<file path="src/rtl/sign_narrow.sv">
// sign_narrow: narrows 32-bit two's-complement values to 17-bit signed
// immediates with wrap or saturate on overflow. A valid/ready handshake with
// a 2-entry skid buffer sits in front of the output, and a saturating counter
// tracks how many accepted values overflowed.
module sign_narrow #(
  parameter int unsigned IN_W  = 32,
  parameter int unsigned OUT_W = 17,
  parameter int unsigned CNT_W = 8
) (
  input  logic             clk,
  input  logic             reset,
  input  logic             in_valid,
  output logic             in_ready,
  input  logic [IN_W-1:0]  in,
  input  logic             sat_en,
  output logic             out_valid,
  input  logic             out_ready,
  output logic [OUT_W-1:0] out,
  output logic             ovf,
  output logic [CNT_W-1:0] ovf_count,
  input  logic             clr_count
);

  // Bits that must all match the sign bit for a value to fit in OUT_W bits.
  localparam int unsigned HI_W = IN_W - OUT_W + 1;

  localparam logic [OUT_W-1:0] SAT_MAX = {1'b0, {(OUT_W-1){1'b1}}};
  localparam logic [OUT_W-1:0] SAT_MIN = {1'b1, {(OUT_W-1){1'b0}}};
  localparam logic [CNT_W-1:0] CNT_MAX = {CNT_W{1'b1}};

  typedef enum logic [1:0] {
    EMPTY,
    ONE,
    TWO
  } state_t;

  state_t           state;
  state_t           state_nxt;

  logic [HI_W-1:0]  hi;
  logic             fits;
  logic [OUT_W-1:0] res_data;
  logic             res_ovf;

  logic             accept;
  logic             produce;
  logic             load_main;
  logic             main_from_skid;
  logic             load_skid;

  logic [OUT_W-1:0] skid_data;
  logic             skid_ovf;

  assign hi      = in[IN_W-1:OUT_W-1];
  assign accept  = in_valid && in_ready;
  assign produce = out_valid && out_ready;

  // Fit detection and wrap/saturate selection on the incoming value.
  always_comb begin
    fits     = (hi == '0) || (hi == '1);
    res_data = in[OUT_W-1:0];
    res_ovf  = !fits;
    if (!fits && sat_en) begin
      res_data = in[IN_W-1] ? SAT_MIN : SAT_MAX;
    end
  end

  // Buffer next state and data-path load controls.
  always_comb begin
    state_nxt      = state;
    load_main      = 1'b0;
    main_from_skid = 1'b0;
    load_skid      = 1'b0;
    case (state)
      EMPTY: begin
        if (accept) begin
          load_main = 1'b1;
          state_nxt = ONE;
        end
      end
      ONE: begin
        if (accept && produce) begin
          load_main = 1'b1;
        end else if (accept) begin
          load_skid = 1'b1;
          state_nxt = TWO;
        end else if (produce) begin
          state_nxt = EMPTY;
        end
      end
      TWO: begin
        if (produce) begin
          main_from_skid = 1'b1;
          state_nxt      = ONE;
        end
      end
      default: state_nxt = EMPTY;
    endcase
  end

  // State register; handshake flags are registered from the next state so
  // in_ready never depends combinationally on out_ready.
  always_ff @(posedge clk or posedge reset) begin
    if (reset) begin
      state     <= EMPTY;
      in_ready  <= 1'b1;
      out_valid <= 1'b0;
    end else begin
      state     <= state_nxt;
      in_ready  <= (state_nxt != TWO);
      out_valid <= (state_nxt != EMPTY);
    end
  end

  // Main (output) and skid result registers.
  always_ff @(posedge clk or posedge reset) begin
    if (reset) begin
      out       <= '0;
      ovf       <= 1'b0;
      skid_data <= '0;
      skid_ovf  <= 1'b0;
    end else begin
      if (load_main) begin
        out <= res_data;
        ovf <= res_ovf;
      end else if (main_from_skid) begin
        out <= skid_data;
        ovf <= skid_ovf;
      end
      if (load_skid) begin
        skid_data <= res_data;
        skid_ovf  <= res_ovf;
      end
    end
  end

  // Saturating overflow counter; clear has priority over increment.
  always_ff @(posedge clk or posedge reset) begin
    if (reset) begin
      ovf_count <= '0;
    end else if (clr_count) begin
      ovf_count <= '0;
    end else if (accept && res_ovf && (ovf_count != CNT_MAX)) begin
      ovf_count <= ovf_count + CNT_W'(1);
    end
  end

endmodule
</file>
<file path="config.mk">
export PLATFORM = sky130hd
export DESIGN_NAME = sign_narrow
export DESIGN_NICKNAME = d
export VERILOG_FILES = /design/src/rtl/sign_narrow.sv
export SDC_FILE = /design/constraint.sdc
export NUM_CORES = 1
export LEC_CHECK = 0
export BUFFER_PORTS_ARGS = -buffer_cell sky130_fd_sc_hd__buf_4
export CORE_ASPECT_RATIO = 1.5
export CORE_MARGIN = 3
export CORE_UTILIZATION = 50
export DETAILED_ROUTE_END_ITERATION = 6
export GPL_TIMING_DRIVEN = 0
export HOLD_SLACK_MARGIN = 0.1
export PLACE_DENSITY = 0.77
export RECOVER_POWER = 100
export SYNTH_ARGS = -nofsm -noshare
export SYNTH_HDL_FRONTEND = slang
export SYNTH_SLANG_ARGS = --single-unit
</file>
<file path="constraint.sdc">
create_clock -name clk -period 2.2 [get_ports clk]
set_input_delay 0.33 -clock clk [delete_from_list [all_inputs] [get_ports clk]]
set_output_delay 0.33 -clock clk [all_outputs]
set_load 0.01 [all_outputs]
</file>
==> results.py <==
metrics = {
    "yosys": {
        "postSynthAreaPerCell_um2": 9.94,
        "synthArstFlopShare_pct": 100,
        "synth.area.top_cells": "dfrtp_1, nor2_1, a211oi_2",
        "syn_area_mm2": 0.00231,
        "yosys.area.top_type": "dfrtp_1",
        "synth_edf_count": 0,
        "synth_top_cell_area_share_pct": 51.0,
        "synthFlopType": "dfrtp_1",
        "synthDistinctLibCells": 39,
        "synthCells": 232,
        "seq_area_frac_synth_pct": 52.1,
        "ys_ff_latch": 48,
        "yosys_warnings": 0,
        "syn_nets": 271,
    },
    "clocking": {
        "cts_root_buf": "clkbuf_8",
        "cts_buffers": 5,
        "clock-sinks": 48,
        "cts_tree": "built",
        "cts_setup_buffers": 0,
        "clkLatencyLatePin_ns": 0.31,
        "cts_buffer_depth": 2,
        "htree_levels": 2,
        "clkTransAtPathRegs_ns": 0.09,
    },
    "pwr": {
        "switching_share_pct": 37.2,
        "power_frac_seq_pct": 44.0,
        "power_switching_mw": 1.25,
        "p_clk_share_pct": 18.8,
        "p_leak_nw": 1.22,
        "vdd_drop_max_mv": 0.674,
        "power_mw": 3.37,
        "powerDensity_mw_per_mm2": 1190,
        "p_int_mw": 2.12,
        "combPwrFrac_pct": 37.2,
    },
    "final_layout": {
        "num-nets-final": 341,
        "layout_commonest_cell": "dfrtp_1",
        "layout_common_cells": "dfrtp_1, nor2_1, buf_4",
        "post-route-util_pct": 64.8,
        "regArea_mm2": 0.00120,
        "n_antenna_cell": 0,
        "area_growth_pct": 22.3,
        "drive_gt1_share_pct": 21.5,
        "fill_cells": 387,
        "multiInputGateArea_um2": 983,
    },
    "setup_path": {
        "crit_arrival_ns": 2.23,
        "path_class": "flip-flop to flip-flop",
        "start_kind": "flip-flop",
        "cp.required_ns": 2.42,
        "crit_fanout": 10,
        "end_kind": "flip-flop",
    },
    "timing": {
        "maxSlewViolCount": 0,
        "fin_setup_tns_ns": 0,
        "final.setup.worst_slack_ns": 0.193,
        "rsz0062_at_grt": "false",
        "tightest_slew_ns": 0.803,
        "hold_viol": 0,
        "max_freq_mhz": 498,
        "fin_crit_sh_pct": 91.2,
        "clock_skew_ns": 0.00613,
        "setup_violations": 0,
        "min_period_ns": 2.01,
        "slew_headroom_pct": 46.4,
    },
    "floorplan": {
        "start_util_pct": 53.0,
        "rows": 29,
        "die_h_um": 89.2,
        "core-area_mm2": 0.00435,
        "die_x_um": 61.5,
        "ios": 66,
        "dieArea_mm2": 0.00548,
    },
    "run_status": {
        "status": "finished clean",
    },
    "global_route": {
        "grt_max_degree": 29,
        "grt_overflow": 0,
        "grt.total_usage_pct": 20.4,
        "grtUsageMet2_pct": 35.2,
        "use_met1_pct": 24.7,
        "gr-max-usage-layer": "met2",
        "grt_pass1_vias": 1861,
        "grt_pass1_wl_um": 8380,
        "grtUsageMet3_pct": 4.48,
        "antenna_found_initial": 0,
    },
    "placed_design": {
        "pre_cts_slack_ns": -0.119,
        "post-dp-hpwl_um": 3850,
        "port_buffers": 64,
        "gp_congestion": 0.766,
    },
    "route": {
        "ant_nets": 0,
        "viasPerCell": 5.53,
        "first_iter_violations": 69,
        "dr.pass1.iters": 4,
        "wire_per_inst_um": 14.7,
        "drc": 0,
        "vias": 1929,
        "routed_wl_um": 5130,
    },
    "run": {
        "drv_cap": 0,
    },
    "min_path": {
        "min_path_type": "input port to flip-flop",
    },
}
[per-stage QoR]
step                hold WS, ns  cells  instance area, µm²
finish                    0.275    349                2820
global route              0.277    349                2820
CTS                       0.269    352                2990
detailed placement        0.377    343                2870
global placement          0.489    342                2850
floorplan                 0.465    232                2310
[cell type report]
cell class	count	share of cell area (%)
tap	46	2.04
sequential	48	42.6
clock buffer	6	2.57
buffer	10	2.62
inverter	2	0.266
clock inverter	2	1.24
timing repair buffer	66	13.8
multi-input combinational	169	34.8
[cells in the mapped netlist, types with 3 or more instances]
cell type	count
a211oi_1	7
a211oi_2	10
a21oi_1	20
buf_1	3
buf_2	3
buf_6	4
clkbuf_1	3
dfrtp_1	47
mux2i_1	3
nand2_1	19
nand4_1	6
nor2_1	45
nor3_1	18
nor4_1	8
xnor2_1	6
[worst paths after layout]
check | start | end | slack (ns) | depth (start not counted)
max | in_ready | out[16] | 0.19 | 6
min | out_ready | in_ready | 0.27 | 2
max reg2reg | in_ready | out[16] | 0.19 | 6
min reg2reg | ovf | ovf | 0.50 | 2
max in group asynchronous | reset | ovf_count[2] | 0.32 | 4
min in group asynchronous | reset | out[11] | 0.73 | 3
[flip-flops by register name, indices dropped and copies added, names as in the netlist]
signal and cells:
skid_data 17, in_ready 1, ovf_count 8, out_valid 1
state 2, ovf 1, skid_ovf 1, out 17
[per-layer routing]
layer	part of all wire, %	vias up	wire [µm]
li1	-	960	-
met1	42	914	2180
met2	51	47	2620
met3	4.9	8	252
met4	1.5	0	79
met5	0	-	0
[critical path: stages (launching register included)]
cell	delay, ns
dfstp_2	0.56
nand2_1	0.09
or2_2	0.31
o21ai_2	0.35
clkbuf_2	0.31
nor2_1	0.08
a211oi_1	0.21
[power by group through the flow]
stage	registers (mW)	logic [mW]	clock network, mW
2_1_floorplan	1.56	0.847	0
3_3_place_gp	1.49	1.45	0
3_5_place_dp	1.50	1.48	0
4_1_cts	1.49	1.49	0.646
5_1_grt	1.53	1.43	0.682
6_report	1.48	1.25	0.634
[repair_timing]
| action | 4_1_cts | 5_1_grt |
|---|---|---|
| resized for setup | 1 | 4 |
| hold buffers | 1 | 0 |
| hold endpoints to repair | 19 | 0 |
| endpoints found under the setup margin | 10 | 19 |
[cell families after synthesis]
logic type | Yosys count | synth area share [%]
buffers and inverters | 15 | 3.90
adder cells (fa/ha/maj) | 1 | 0.542
flip-flops | 48 | 52.1
multiplexers | 5 | 2.28
XOR/XNOR | 6 | 2.28
AO/OA/AOI/OAI | 48 | 16.1
AND/OR/NAND/NOR | 109 | 22.8
(Power assumes the default switching activity.)
